--- src/rtl/cpu_types_pkg.sv ---
// Shared CPU-side types for the memory arbiter: RAM handshake states,
// arbiter FSM states and the word type used on every data path.
package cpu_types_pkg;

    typedef logic [31:0] word_t;

    typedef enum logic [1:0] {
        FREE   = 2'd0,
        BUSY   = 2'd1,
        ACCESS = 2'd2,
        ERROR  = 2'd3
    } ramstate_t;

    typedef enum logic [1:0] {
        IDLE   = 2'd0,
        DGRANT = 2'd1,
        IGRANT = 2'd2,
        DONE   = 2'd3
    } arb_state_t;

    localparam word_t BAD_WORD = 32'hBAD1BAD1;

endpackage

--- src/rtl/arb_timeout.sv ---
// Grant watchdog: counts cycles spent in a grant and flags when TIMEOUT is reached.
module arb_timeout #(
    parameter int unsigned TIMEOUT = 255,
    parameter int unsigned CW      = $clog2(TIMEOUT + 1)
) (
    input  logic CLK,
    input  logic nRST,
    input  logic clr,
    input  logic en,
    output logic expired
);

    logic [CW-1:0] count;

    always_ff @(posedge CLK or negedge nRST) begin
        if (!nRST) begin
            count <= '0;
        end else if (clr) begin
            count <= '0;
        end else if (en && !expired) begin
            count <= count + CW'(1);
        end
    end

    assign expired = (count == CW'(TIMEOUT));

endmodule

--- src/rtl/mem_arbiter.sv ---
// Single-port RAM arbiter between instruction fetch and data load/store,
// returning one-cycle ihit/dhit pulses with a forced completion on RAM error or timeout.
module mem_arbiter
    import cpu_types_pkg::*;
#(
    parameter int unsigned TIMEOUT = 255,
    parameter int unsigned CW      = $clog2(TIMEOUT + 1)
) (
    input  logic        CLK,
    input  logic        nRST,
    input  logic        iREN,
    input  logic [31:0] iaddr,
    output logic [31:0] iload,
    output logic        ihit,
    input  logic        dREN,
    input  logic        dWEN,
    input  logic [31:0] daddr,
    input  logic [31:0] dstore,
    output logic [31:0] dload,
    output logic        dhit,
    output logic        ramREN,
    output logic        ramWEN,
    output logic [31:0] ramaddr,
    output logic [31:0] ramstore,
    input  logic [31:0] ramload,
    input  logic [1:0]  ramstate,
    output logic        merr,
    output logic        busy
);

    arb_state_t state, next_state;
    ramstate_t  rs;
    logic       grant, expired, finish, fault;
    logic       pick_d, pick_i;
    word_t      lat_addr, lat_data, iload_q, dload_q;
    logic       lat_wr, last_was_d, err;

    assign rs     = ramstate_t'(ramstate);
    assign grant  = (state == DGRANT) || (state == IGRANT);
    assign finish = grant && ((rs == ACCESS) || (rs == ERROR) || expired);
    // ACCESS wins over a coincident expiry: the RAM data is genuine.
    assign fault  = (rs != ACCESS);

    arb_timeout #(
        .TIMEOUT (TIMEOUT),
        .CW      (CW)
    ) u_timeout (
        .CLK     (CLK),
        .nRST    (nRST),
        .clr     (!grant),
        .en      (grant),
        .expired (expired)
    );

    always_ff @(posedge CLK or negedge nRST) begin
        if (!nRST) begin
            state <= IDLE;
        end else begin
            state <= next_state;
        end
    end

    // A pending fetch goes ahead of data whenever data held the previous grant.
    always_comb begin
        next_state = state;
        pick_d     = 1'b0;
        pick_i     = 1'b0;
        case (state)
            IDLE: begin
                if (iREN && last_was_d) begin
                    pick_i = 1'b1;
                end else if (dWEN || dREN) begin
                    pick_d = 1'b1;
                end else if (iREN) begin
                    pick_i = 1'b1;
                end
                if (pick_d) begin
                    next_state = DGRANT;
                end else if (pick_i) begin
                    next_state = IGRANT;
                end
            end
            DGRANT, IGRANT: begin
                if (finish) begin
                    next_state = DONE;
                end
            end
            DONE:    next_state = IDLE;
            default: next_state = IDLE;
        endcase
    end

    always_ff @(posedge CLK or negedge nRST) begin
        if (!nRST) begin
            lat_addr   <= '0;
            lat_data   <= '0;
            lat_wr     <= 1'b0;
            last_was_d <= 1'b0;
            err        <= 1'b0;
            iload_q    <= '0;
            dload_q    <= '0;
        end else begin
            if (pick_d) begin
                lat_addr <= daddr;
                lat_data <= dstore;
                lat_wr   <= dWEN;
            end else if (pick_i) begin
                lat_addr <= iaddr;
                lat_wr   <= 1'b0;
            end
            if (finish) begin
                err        <= fault;
                last_was_d <= (state == DGRANT);
                if (state == DGRANT) begin
                    dload_q <= fault ? BAD_WORD : ramload;
                end else begin
                    iload_q <= fault ? BAD_WORD : ramload;
                end
            end
        end
    end

    // last_was_d is updated on grant exit, so in DONE it names the finished requester.
    always_comb begin
        ramREN   = (state == IGRANT) || ((state == DGRANT) && !lat_wr);
        ramWEN   = (state == DGRANT) && lat_wr;
        ramaddr  = grant ? lat_addr : '0;
        ramstore = ((state == DGRANT) && lat_wr) ? lat_data : '0;
        ihit     = (state == DONE) && !last_was_d;
        dhit     = (state == DONE) && last_was_d;
        merr     = (state == DONE) && err;
        busy     = (state != IDLE);
        iload    = iload_q;
        dload    = dload_q;
    end

endmodule

--- config.mk ---
export PLATFORM = sky130hd
export DESIGN_NAME = mem_arbiter
export DESIGN_NICKNAME = d
export VERILOG_FILES = /design/src/rtl/cpu_types_pkg.sv /design/src/rtl/arb_timeout.sv /design/src/rtl/mem_arbiter.sv
export SDC_FILE = /design/constraint.sdc
export NUM_CORES = 1
export LEC_CHECK = 0
export ABC_AREA = 1
export CORE_UTILIZATION = 30
export DETAILED_ROUTE_END_ITERATION = 10
export GPL_ROUTABILITY_DRIVEN = 1
export SLEW_MARGIN = 20
export SYNTH_ARGS = -nofsm -noshare
export SYNTH_HDL_FRONTEND = slang
export SYNTH_SLANG_ARGS = --single-unit
--- constraint.sdc ---
create_clock -name CLK -period 5 [get_ports CLK]
set_input_delay 0.75 -clock CLK [delete_from_list [all_inputs] [get_ports CLK]]
set_output_delay 0.75 -clock CLK [all_outputs]
set_load 0.1 [all_outputs]
After elaboration in Yosys (flattened, before gate mapping)
Index checks and enable logic that the tools add are counted.
Widths: inputs -> output; s select.
{"block": "classes", "add_sub_neg": 1, "n_mul": 0, "div": 0, "n_lt_le_gt_ge": 0, "n_eq_ne": 10, "n_shift": 0, "mux": 22, "bitwise_logic": 1, "reduce_logical": 23}
{"op": "$mux 32", "count": 5}
{"op": "$mux 8", "count": 2}
{"op": "$mux 1", "count": 11}
{"op": "$add 8x1->8 const B", "count": 1}
{"op": "$eq 2x2->1 const B", "count": 4}
{"op": "$eq 8x8->1 const B", "count": 1}
{"op": "$logic_and 1x1->1", "count": 8}
{"op": "$mux 2", "count": 3}
{"op": "$pmux 2 s3", "count": 1}
{"op": "$reduce_and 2->1", "count": 3}
{"op": "$logic_or 1x1->1", "count": 5}
{"op": "$ne 2x2->1 const B", "count": 2}
{"op": "$reduce_bool 2->1", "count": 2}
{"op": "$logic_not 1->1", "count": 3}
{"op": "$ne 3x3->1 const B", "count": 1}
{"op": "$eq 2x1->1 const B", "count": 1}
{"op": "$logic_not 2->1", "count": 1}
{"op": "$ne 2x1->1 const B", "count": 1}
{"op": "$reduce_or 2->1", "count": 1}
{"op": "$not 1->1", "count": 1}
{"block": "totals", "regBits": 141, "latch_bits": 0, "mem_bits_rw": 0, "rom_bits": 0, "in_bits": 135, "out_inout_bits": 134, "elab_cells": 66, "mem_count": 0}

Depth between registers and ports, before layout
{"block": "logic_depth", "word_depth": 7, "mapped_depth": 9, "mapped_depth_nobuf": 8}

By module
A second synthesis with hierarchy kept.
{"block": "hier_totals", "hier_cells": 961, "area_unflattened_um2": 7014.2}
{"module": "mem_arbiter", "n_inst": 1, "cells_per_inst": 891, "area_per_inst_um2": 6506.2, "seq_area_each_um2": 3328.2}
{"module": "arb_timeout", "n_inst": 1, "cells_per_inst": 70, "area_per_inst_um2": 508.0, "seq_area_each_um2": 200.2}

Worst setup path after synthesis
Ideal clock, no wire load.
{"block": "synth_timing", "path_type": "register -> output", "from": "register state[1]", "to": "output port ramREN", "arrival_ns": 2.591, "setup_slack_ns": 1.659, "path_stages_with_launch": 7, "cell_sequence": "dfrtp_1 inv_1 ha_1 buf_2 clkinv_1 clkbuf_1 o21bai_1"}
{"block": "synth_between", "elab_chain_len": 3}
{"item": "start: declaration", "line": "mem_arbiter.sv:31", "text": "arb_state_t state, next_state;"}
{"item": "start signal: assignment", "line": "mem_arbiter.sv:59", "text": "state <= next_state;"}
{"item": "$eq 2x1->1", "line": "mem_arbiter.sv:125", "text": "ramREN = (state == IGRANT) || ((state == DGRANT) && !lat_wr);"}
{"item": "$logic_and 1x1->1", "line": "mem_arbiter.sv:125"}
{"item": "$logic_or 1x1->1 *", "line": "mem_arbiter.sv:125"}
{"item": "end: declaration", "line": "mem_arbiter.sv:21", "text": "output logic ramREN,"}
Every way passes the cells marked *; elsewhere a longest branch is shown, timed or not.

Final worst setup path
{"block": "layout_timing", "from": "register state[1]", "to": "output port ramaddr[8]"}
{"block": "layout_between", "elab_chain_len": 3}
{"item": "$eq 2x1->1 or $eq 2x2->1 (tied branches)", "line": "mem_arbiter.sv:39", "text": "assign grant = (state == DGRANT) || (state == IGRANT);"}
{"item": "$logic_or 1x1->1 *", "line": "mem_arbiter.sv:39"}
{"item": "$mux 32 *", "line": "mem_arbiter.sv:127", "text": "ramaddr = grant ? lat_addr : '0;"}
{"item": "end: declaration", "line": "mem_arbiter.sv:23", "text": "output logic [31:0] ramaddr,"}
Marked as above.

==> impl_metrics.csv <==
group,metric,value,unit
sta,worst_slew_margin_rel,0.271,
clocking,insertion_delay,0.42,ns
logic_synthesis,synth_most_common_cell,"nand2_1",
floorplan,ioPinCount,269,
logic_synthesis,ys_seq_area_frac,0.506,
sta,worstMarginPinSlew,1.09,ns
sta,fin_crit,3.51,ns
logic_synthesis,yosys.area_share.simple,0.311,
worst_setup_path,critPathKind,"flip-flop to primary output",
sta,fin_tns_setup,0,ns
logic_synthesis,synth_mux_area_frac,0,
logic_synthesis,ys_top_cells_by_area,"dfrtp_1 51%, nand2_1 15%, inv_1 6.9%, nor2_1 6.2%, nand4_1 5.8%",
floorplan,initial_core_util,0.307,
logic_synthesis,synth_compound_area_frac,0.0581,
global_routing,grt_pass1_wl,32.6,mm
worst_setup_path,rr_worst_depth,6,
placed_design,io_buffers,268,
layout,final_nets,1293,
logic_synthesis,ys_async_sr_fraction,1.00,
worst_setup_path,worst_ep_required_time,4.25,ns
floorplan,die_h,154,um
clocking,root_buffer,"clkbuf_16",
logic_synthesis,ys_warn_count,0,
logic_synthesis,synthFlopType,"dfrtp_1",
worst_setup_path,worst-path-stages,5,
route,wl_per_cell,14.1,um
worst_setup_path,crit_path_top_delay_cell,"clkdlybuf4s50_1",
logic_synthesis,synth_top_area_frac,0.506,
worst_setup_path,path_common_cell,"inv_1",
route,viasPerCell,4.45,
placed_design,dp_slack,1.75,ns
global_routing,grt_pass1_vias,6249,
global_routing,grt_start_max_net_pins,101,
logic_synthesis,yosys.cell_types.count,29,
logic_synthesis,synth-edff-count,0,
sta,slew_violations,0,
clocking,cts_resized,0,
logic_synthesis,synth-seq-cells,141,
logic_synthesis,synth-adder-area-share,0.00897,
clocking,path_clk_slew,0.06,ns
worst_setup_path,path_max_fanout,33,
sta,setup_viol,0,
route,wl,20.5,mm
clocking,cts_sinks,141,
placed_design,dp_hpwl,13.6,mm
route,drcViolationCount,0,
clocking,htree_levels,4,
floorplan,die_x,154,um
layout,syn_to_final_growth,47.3,%
run,maxCapViolations,0,
clocking,clockBufferDepth,2,
logic_synthesis,synth.avg_cell_area,7.61,um^2
logic_synthesis,synth_area_leader_cell,"dfrtp_1",
floorplan,fp.coreArea,0.0227,mm^2
worst_setup_path,r2r_start,"state[1]",
layout,fillCellCount,2306,
clocking,cts_tree,"done",
layout,finalNonFillerCells,1453,
sta,timing.hold.ws,0.463,ns
sta,setup_ws,1.49,ns
layout,layout-drive-gt1-share,0.0901,
floorplan,die-area,0.0239,mm^2
floorplan,std_cell_rows,55,
worst_setup_path,critical-path-top-delay-family,"buffers and inverters",
placed_design,dp.cells,1419,
route,vias,6461,
global_routing,antenna_found_initial,1,
sta,fin_crit_sh,0.702,
clocking,postCtsSetupBuffers,0,
global_routing,grtUsageTotal,0.173,
global_routing,grt.overflow.total,0,
logic_synthesis,syn_nets,1056,
logic_synthesis,synth_top_family_by_area,"simple AND/OR/NAND/NOR gates",
sta,rsz0062_at_grt,"false",
route,drtIter0Drc,365,
worst_setup_path,worstPathArrival,2.76,ns
clocking,cts-buffers-inserted,17,
sta,hold_violations,0,
hold_path,hold_path.class,"input pin to asynchronous set/reset pin",
worst_setup_path,path_cells,"inv_1 > ha_4 > nand2_1 > inv_1 > clkdlybuf4s50_1",
worst_setup_path,rrSetupSlack,2.06,ns
worst_setup_path,startpoint_type,"flip-flop",
status,status,"complete, no violations",
sta,timing.fmax,285,MHz
clocking,cts_hold_buffers,0,
route,final_antenna_net_count,0,
logic_synthesis,synth.top_cells.by_count,"286 x nand2_1, 141 x dfrtp_1, 128 x inv_1",
sta,finalClockSkew,0.0130,ns
worst_setup_path,worstSetupEndpointType,"primary output",
placed_design,gp_congestion,0.767,
logic_synthesis,postSynthCellCount,916,
route,firstDrtPassIters,4,
worst_setup_path,path_buf_inv,3,
worst_setup_path,critPathMaxStageDelay,1.15,ns
worst_setup_path,r2r_end,"iload[12]",
logic_synthesis,synth_xor_area_frac,0,
logic_synthesis,netlist_area,0.00697,mm^2
-- stage by stage --
step,area (um^2),utilization
floorplan,6970,-
global placement,9700,0.427
detailed placement,9700,0.427
CTS,10300,0.452
global route,10300,0.452
finish,10300,0.452
-- sequential cells by signal, indices dropped and copies added, names as in the netlist --
signal           cells
iload               32
lat_wr               1
u_timeout.count      8
lat_addr            32
last_was_d           1
lat_data            32
dload               32
err                  1
state                2
-- how the worst max path moves through the flow --
stage                        start           to  slack, ns
after floorplan           state[1]       ramREN       1.66
after global placement    state[1]  ramstore[7]       1.89
after detailed placement  state[1]  ramstore[5]       1.75
after CTS                 state[1]  ramstore[5]       1.29
after global routing      state[1]  ramaddr[18]       1.38
final                     state[1]   ramaddr[8]       1.49
-- area by class of cell --
type	instances	area, um^2	share of cell area
Antenna cell	2	5.00	0.000487
Clock buffer	19	443	0.0431
Clock inverter	13	116	0.0113
Inverter	131	492	0.0479
Multi-Input combinational cell	586	2660	0.259
Sequential cell	141	3530	0.344
Tap cell	285	357	0.0347
Timing Repair Buffer	276	2670	0.260
-- routing by layer --
layer | global-route usage | up-vias | wire (um)
li1 | - | 3302 | -
met1 | 0.212 | 2991 | 9010
met2 | 0.295 | 148 | 10100
met3 | 0.0417 | 20 | 969
met4 | 0.0636 | 0 | 398
met5 | 0 | - | 0
-- cell usage in the layout (no fill, tap or decap), types with 2 or more instances in the layout --
cell type,n
nand4_1,65
inv_1,128
ha_1,4
nand3_1,9
o21ai_0,11
nand2_1,285
buf_4,41
o21ai_1,28
clkinvlp_4,3
clkbuf_16,17
a21oi_1,36
nand3_4,2
o21bai_1,2
nor2_1,116
inv_2,2
diode_2,2
nand2_2,2
clkinv_4,3
clkdlybuf4s50_1,233
clkinv_2,4
dfrtp_1,141
inv_6,2
or2_2,18
-- logic make-up (layout without fill, tap and decap cells) --
kind of cell             Yosys count  after routing
AO/OA/AOI/OAI                     79             79
other                              0              2
adder cells (fa/ha/maj)            5              5
AND/OR/NAND/NOR                  502            502
flip-flops                       141            141
buffers and inverters            189            439
Power is not shown: default switching activity piles up to over one toggle a cycle in this logic, so the estimate is an artifact.
